--- src/rtl/counter10k_scheduler_pkg.sv ---
// Shared definitions for the counter10k scheduler: FSM encoding, counter
// period and a small modular-add helper used by the arbiter and the FSM.
package counter10k_scheduler_pkg;

  // Ticks per counter10k period (reached pulses once per PERIOD run ticks)
  localparam int PERIOD = 10000;

  typedef enum logic [1:0] {
    IDLE   = 2'd0,
    CLEAR  = 2'd1,
    RUN    = 2'd2,
    FINISH = 2'd3
  } state_e;

  // (a + b) mod n for a, b already in [0, n)
  function automatic int wrap_add(input int a, input int b, input int n);
    int s;
    s = a + b;
    return (s >= n) ? s - n : s;
  endfunction

endpackage

--- src/rtl/counter10k_scheduler_rr_picker.sv ---
// Combinational round-robin pick: first set request at or after ptr,
// wrapping past N_REQ-1 back to 0.
module counter10k_scheduler_rr_picker
  import counter10k_scheduler_pkg::*;
#(
  parameter int N_REQ = 4,
  parameter int IDX_W = 2
) (
  input  logic [N_REQ-1:0] req,
  input  logic [IDX_W-1:0] ptr,
  output logic [N_REQ-1:0] onehot,
  output logic [IDX_W-1:0] idx,
  output logic             any
);

  logic [IDX_W-1:0] pos;

  // Scan outward from ptr; the first hit locks the result
  always_comb begin
    onehot = '0;
    idx    = '0;
    any    = 1'b0;
    pos    = '0;
    for (int k = 0; k < N_REQ; k++) begin
      pos = IDX_W'(wrap_add(int'(ptr), k, N_REQ));
      if (!any && req[pos]) begin
        any         = 1'b1;
        idx         = pos;
        onehot[pos] = 1'b1;
      end
    end
  end

endmodule

--- src/rtl/counter10k_scheduler.sv ---
// Shares one counter10k among N_REQ requesters. A round-robin winner gets the
// counter for dur x PERIOD ticks: one clear tick, then counting until the
// requested number of reached pulses has arrived, then a one-tick done pulse.
// Dropping req while owning the counter abandons the interval without done.
module counter10k_scheduler
  import counter10k_scheduler_pkg::*;
#(
  parameter int N_REQ = 4,
  parameter int DUR_W = 8,
  parameter int IDX_W = 2
) (
  input  logic                   tick,
  input  logic                   reset,
  input  logic [N_REQ-1:0]       req,
  input  logic [N_REQ*DUR_W-1:0] dur,
  output logic [N_REQ-1:0]       grant,
  output logic [IDX_W-1:0]       grant_idx,
  output logic [N_REQ-1:0]       done,
  output logic                   busy,
  output logic [DUR_W-1:0]       periods_left,
  output logic                   run_counter,
  input  logic                   reached
);

  state_e                       state;
  logic [IDX_W-1:0]             rr_ptr;
  logic [IDX_W-1:0]             rr_after_owner;
  logic [N_REQ-1:0]             pick_oh;
  logic [IDX_W-1:0]             pick_idx;
  logic                         pick_any;
  logic                         owner_req;
  logic [N_REQ-1:0][DUR_W-1:0]  dur_a;

  // Lane i of dur_a is dur[i*DUR_W +: DUR_W]
  assign dur_a          = dur;
  // Owner still wants the counter; low means abort
  assign owner_req      = |(req & grant);
  assign rr_after_owner = IDX_W'(wrap_add(int'(grant_idx), 1, N_REQ));

  counter10k_scheduler_rr_picker #(
    .N_REQ (N_REQ),
    .IDX_W (IDX_W)
  ) u_pick (
    .req    (req),
    .ptr    (rr_ptr),
    .onehot (pick_oh),
    .idx    (pick_idx),
    .any    (pick_any)
  );

  // Scheduler FSM: arbitration, interval bookkeeping and all registered outputs.
  // A zero-length request still passes through CLEAR so done lands one tick
  // after grant and the counter is never released.
  // Abort is tested before reached, so a simultaneous reached is discarded.
  always_ff @(posedge tick or posedge reset) begin
    if (reset) begin
      state        <= IDLE;
      grant        <= '0;
      grant_idx    <= '0;
      done         <= '0;
      busy         <= 1'b0;
      periods_left <= '0;
      run_counter  <= 1'b0;
      rr_ptr       <= '0;
    end else begin
      done <= '0;
      case (state)
        IDLE: begin
          run_counter <= 1'b0;
          if (pick_any) begin
            grant        <= pick_oh;
            grant_idx    <= pick_idx;
            busy         <= 1'b1;
            periods_left <= dur_a[pick_idx];
            state        <= CLEAR;
          end
        end

        CLEAR: begin
          if (!owner_req) begin
            grant       <= '0;
            busy        <= 1'b0;
            run_counter <= 1'b0;
            rr_ptr      <= rr_after_owner;
            state       <= IDLE;
          end else if (periods_left == '0) begin
            done  <= grant;
            state <= FINISH;
          end else begin
            run_counter <= 1'b1;
            state       <= RUN;
          end
        end

        RUN: begin
          if (!owner_req) begin
            grant       <= '0;
            busy        <= 1'b0;
            run_counter <= 1'b0;
            rr_ptr      <= rr_after_owner;
            state       <= IDLE;
          end else if (reached) begin
            periods_left <= periods_left - DUR_W'(1);
            if (periods_left == DUR_W'(1)) begin
              done        <= grant;
              run_counter <= 1'b0;
              state       <= FINISH;
            end
          end
        end

        FINISH: begin
          grant       <= '0;
          busy        <= 1'b0;
          run_counter <= 1'b0;
          rr_ptr      <= rr_after_owner;
          state       <= IDLE;
        end

        default: begin
          grant       <= '0;
          busy        <= 1'b0;
          run_counter <= 1'b0;
          state       <= IDLE;
        end
      endcase
    end
  end

endmodule

--- config.mk ---
export PLATFORM = sky130hd
export DESIGN_NAME = counter10k_scheduler
export DESIGN_NICKNAME = d
export VERILOG_FILES = /design/src/rtl/counter10k_scheduler_pkg.sv /design/src/rtl/counter10k_scheduler_rr_picker.sv /design/src/rtl/counter10k_scheduler.sv
export SDC_FILE = /design/constraint.sdc
export NUM_CORES = 1
export LEC_CHECK = 0
export BUFFER_PORTS_ARGS = -buffer_cell sky130_fd_sc_hd__buf_2
export CORE_MARGIN = 5
export CORE_UTILIZATION = 52
export DETAILED_ROUTE_END_ITERATION = 8
export PLACE_DENSITY = 0.8
export SYNTH_ARGS = -nofsm -noshare
export SYNTH_HDL_FRONTEND = slang
export SYNTH_SLANG_ARGS = --single-unit
--- constraint.sdc ---
create_clock -name tick -period 3 [get_ports tick]
set_input_delay 0.6 -clock tick [delete_from_list [all_inputs] [get_ports tick]]
set_output_delay 0.6 -clock tick [all_outputs]
set_load 0.005 [all_outputs]
==> results.md <==
* Global-route wire length before repair at 8660 um
* Syn Nets at 268
* Routed vias/inst at 5.88
* Synth area leader: dfrtp_1
* Final Critical Period at 2.63 ns
* Root Buffer Master: clkbuf_8
* Syn-to-layout area delta at 18.8%
* Worst r2r path cells at 8
* Hold EP: busy
* Outcome: complete, no violations
* Row count at 22
* Worst reg2reg startpoint: rr_ptr[0]
* EDFF count, synth at 0
* Placed wire-length estimate at 4120 um
* Final Hold Fails at 0
* Metal2 WL at 2600 um
* Initial core utilization at 54.8%
* Pwr/cell area at 1060 nW/um^2
* CTS H-Tree Depth at 1
* Die Width at 72.6 um
* DRC violations left at 0
* Share of layout cells above drive strength 1 at 31.3%
* CP arrival at 2.79 ns
* Most frequent cells in the layout: buf_2 (58), dfrtp_1 (24), nand2_1 (17), nor2_1 (17)
* # hold bufs at CTS at 0
* Die Ht at 72.6 um
* Worst-path fanout max at 12
* Yosys top cell area share at 29.5%
* Top sig layer: met4
* Total grt overflow at 0
* Average wire per standard cell at 16.6 um
* Synth Register Bits at 24
* Worst setup SP type: register
* Slowest stage delay, CP at 0.47 ns
* Hold Startpoint: busy
* Top FF cell, synth: dfrtp_1
* Largest net degree at the start of global routing at 25
* Worst Clk Skew at 0.00230 ns
* Unique masters post-synth at 53
* Wl on met1 at 2380 um
* Cell Chain, Critical Path: inv_1, ha_1, mux4_2, nor2b_4, o21ai_4, nand2_4, mux2_4, a221o_1
* Crit share post-route at 87.6%
* CP endpoint kind: register
* Final setup viols at 0
* Buf/Inv on CP at 1
* Final Max Tran Viols at 0
* Number of diodes at 0
* Clk buf depth at 2
* Clk_lat worst skew at 0.27 ns
* RePlAce Congestion at 0.916
* Part of the Yosys area used for sequential elements at 29.5%
* WL final at 5300 um
* Critical Path RT at 3.16 ns
* All-Layer GR Usage at 20.4%
* Core ar. at 3720 sq um
* Initial antenna violation count at 0
* Peak VDD IR at 628 uV
* Area contributors post-synth: dfrtp_1 (29%), ha_1 (9.2%), mux2i_1 (7.4%)
* Hold/Removal Path Class: register to register
* Most common cell after layout, fill and taps aside: buf_2
* Initial DRC count at 175
* CTS sink count at 24
* Cell leakage power at 1.15 nW
* Cells after Synth at 214
* Synth async-reset ratio at 100%
* Syn_area_per_cell at 9.52 sq um
* Max-Cap Viols at 0
* Post-CTS setup buffer count at 0
* Area of the multi-input gates at 1340 sq um
* Critical path origin: rr_ptr[0]
* Hold path depth at 2
* Worst-path clk slew at 0.09 ns
* Via Count at 1882
* Worst-margin pin slew at 0.911 ns
* Top achievable clock speed at 0.381 GHz
* CP Class: register to register
* Worst R2R End: periods_left[7]
* RSZ-0062 raised after global routing: no
* Yosys Warn Count at 0
* Count of nets after finishing at 327
* Final Power at 2.56 mW
* Vias in the first global route at 1887
* Setup TNS at 0 ns
* Sequential Area at 601 sq um
* Max_slew headroom at 39.2%
* CP max stage cell: mux4_2
* # IOs at 59
* # port buffers at 58
* Die area at 5270 sq um
* Gates resized, CTS repair at 0
* CP delay by family, top: multiplexers
* Filler cells at 311
* TritonCTS Buffers at 3
* DRT antenna net count at 0
* 1st-pass router iterations at 4
* R2R Setup Slk at 0.37 ns
* Met3 WL at 252 um
* Synth Cell Area at 2040 sq um
* CTS tree: built
worst min-delay path: cells and delay by family, from the launching register on:
| family | cells | cell delay, ns |
|---|---|---|
| simple gates | 2 | 0.10 |
| flops | 1 | 0.35 |
layer usage:
metal | GRT usage, % | vias up
met3 | 2.75 | 7
met1 | 27.3 | 909
met5 | 0 | -
li1 | - | 909
met4 | 5.33 | 0
met2 | 34.5 | 57
where the power goes:
part | internal, mW | switching (mW)
clock network | 0.178 | 0.107
logic | 0.755 | 0.948
registers | 0.447 | 0.124
total | 1.38 | 1.18
metrics by stage:
stage	hold slack, ns	setup WS, ns	cells	util (%)	area, sq um
6_report	0.479	0.373	320	65.2	2420
5_1_grt	0.501	0.222	320	65.2	2420
4_1_cts	0.483	0.373	320	65.2	2420
3_5_place_dp	0.463	0.314	316	63.3	2350
2_1_floorplan	0.471	0.299	214	-	2040
3_3_place_gp	0.459	0.369	316	63.3	2350
synth_stat cells, types with 5 or more instances:
library cell,number
a22oi_1,7
nand3_1,5
inv_1,10
dfrtp_1,24
nand2_1,17
o21ai_0,11
mux2i_1,15
and2_1,7
a21oi_1,10
a221oi_1,6
ha_1,15
nor2_1,17
flip-flops by register name (all words and copies together) (netlist names):
signal and count:
state 2, grant 4, periods_left 8, done 4
run_counter 1, busy 1, rr_ptr 2, grant_idx 2
worst max path at each step:
stage                 endpoint  cells after the start
6_report       periods_left[7]                      8
4_1_cts        periods_left[7]                      8
3_3_place_gp   periods_left[7]                      7
3_5_place_dp   periods_left[7]                      7
2_1_floorplan  periods_left[7]                     10
5_1_grt        periods_left[7]                      8
final cells by class:
class                           instances  share of cell area (%)
Multi-Input combinational cell        173                    55.3
Sequential cell                        24                    24.8
Timing Repair Buffer                   61                    12.9
Tap cell                               48                    2.48
Clock buffer                            3                    1.70
Inverter                               10                    1.55
Clock inverter                          1                    1.24
cell families (layout without fill, tap and decap cells):
logic type	Yosys count	after routing	synth area share, %
buffers and inverters	17	75	4.79
AO/OA/AOI/OAI	66	66	24.3
AND/OR/NAND/NOR	66	66	16.6
multiplexers	24	24	14.7
adder cells (fa/ha/maj)	15	15	9.21
flip-flops	24	24	29.5
XOR/XNOR	2	2	0.860
Note: power is estimated with default switching activity, not from simulation.
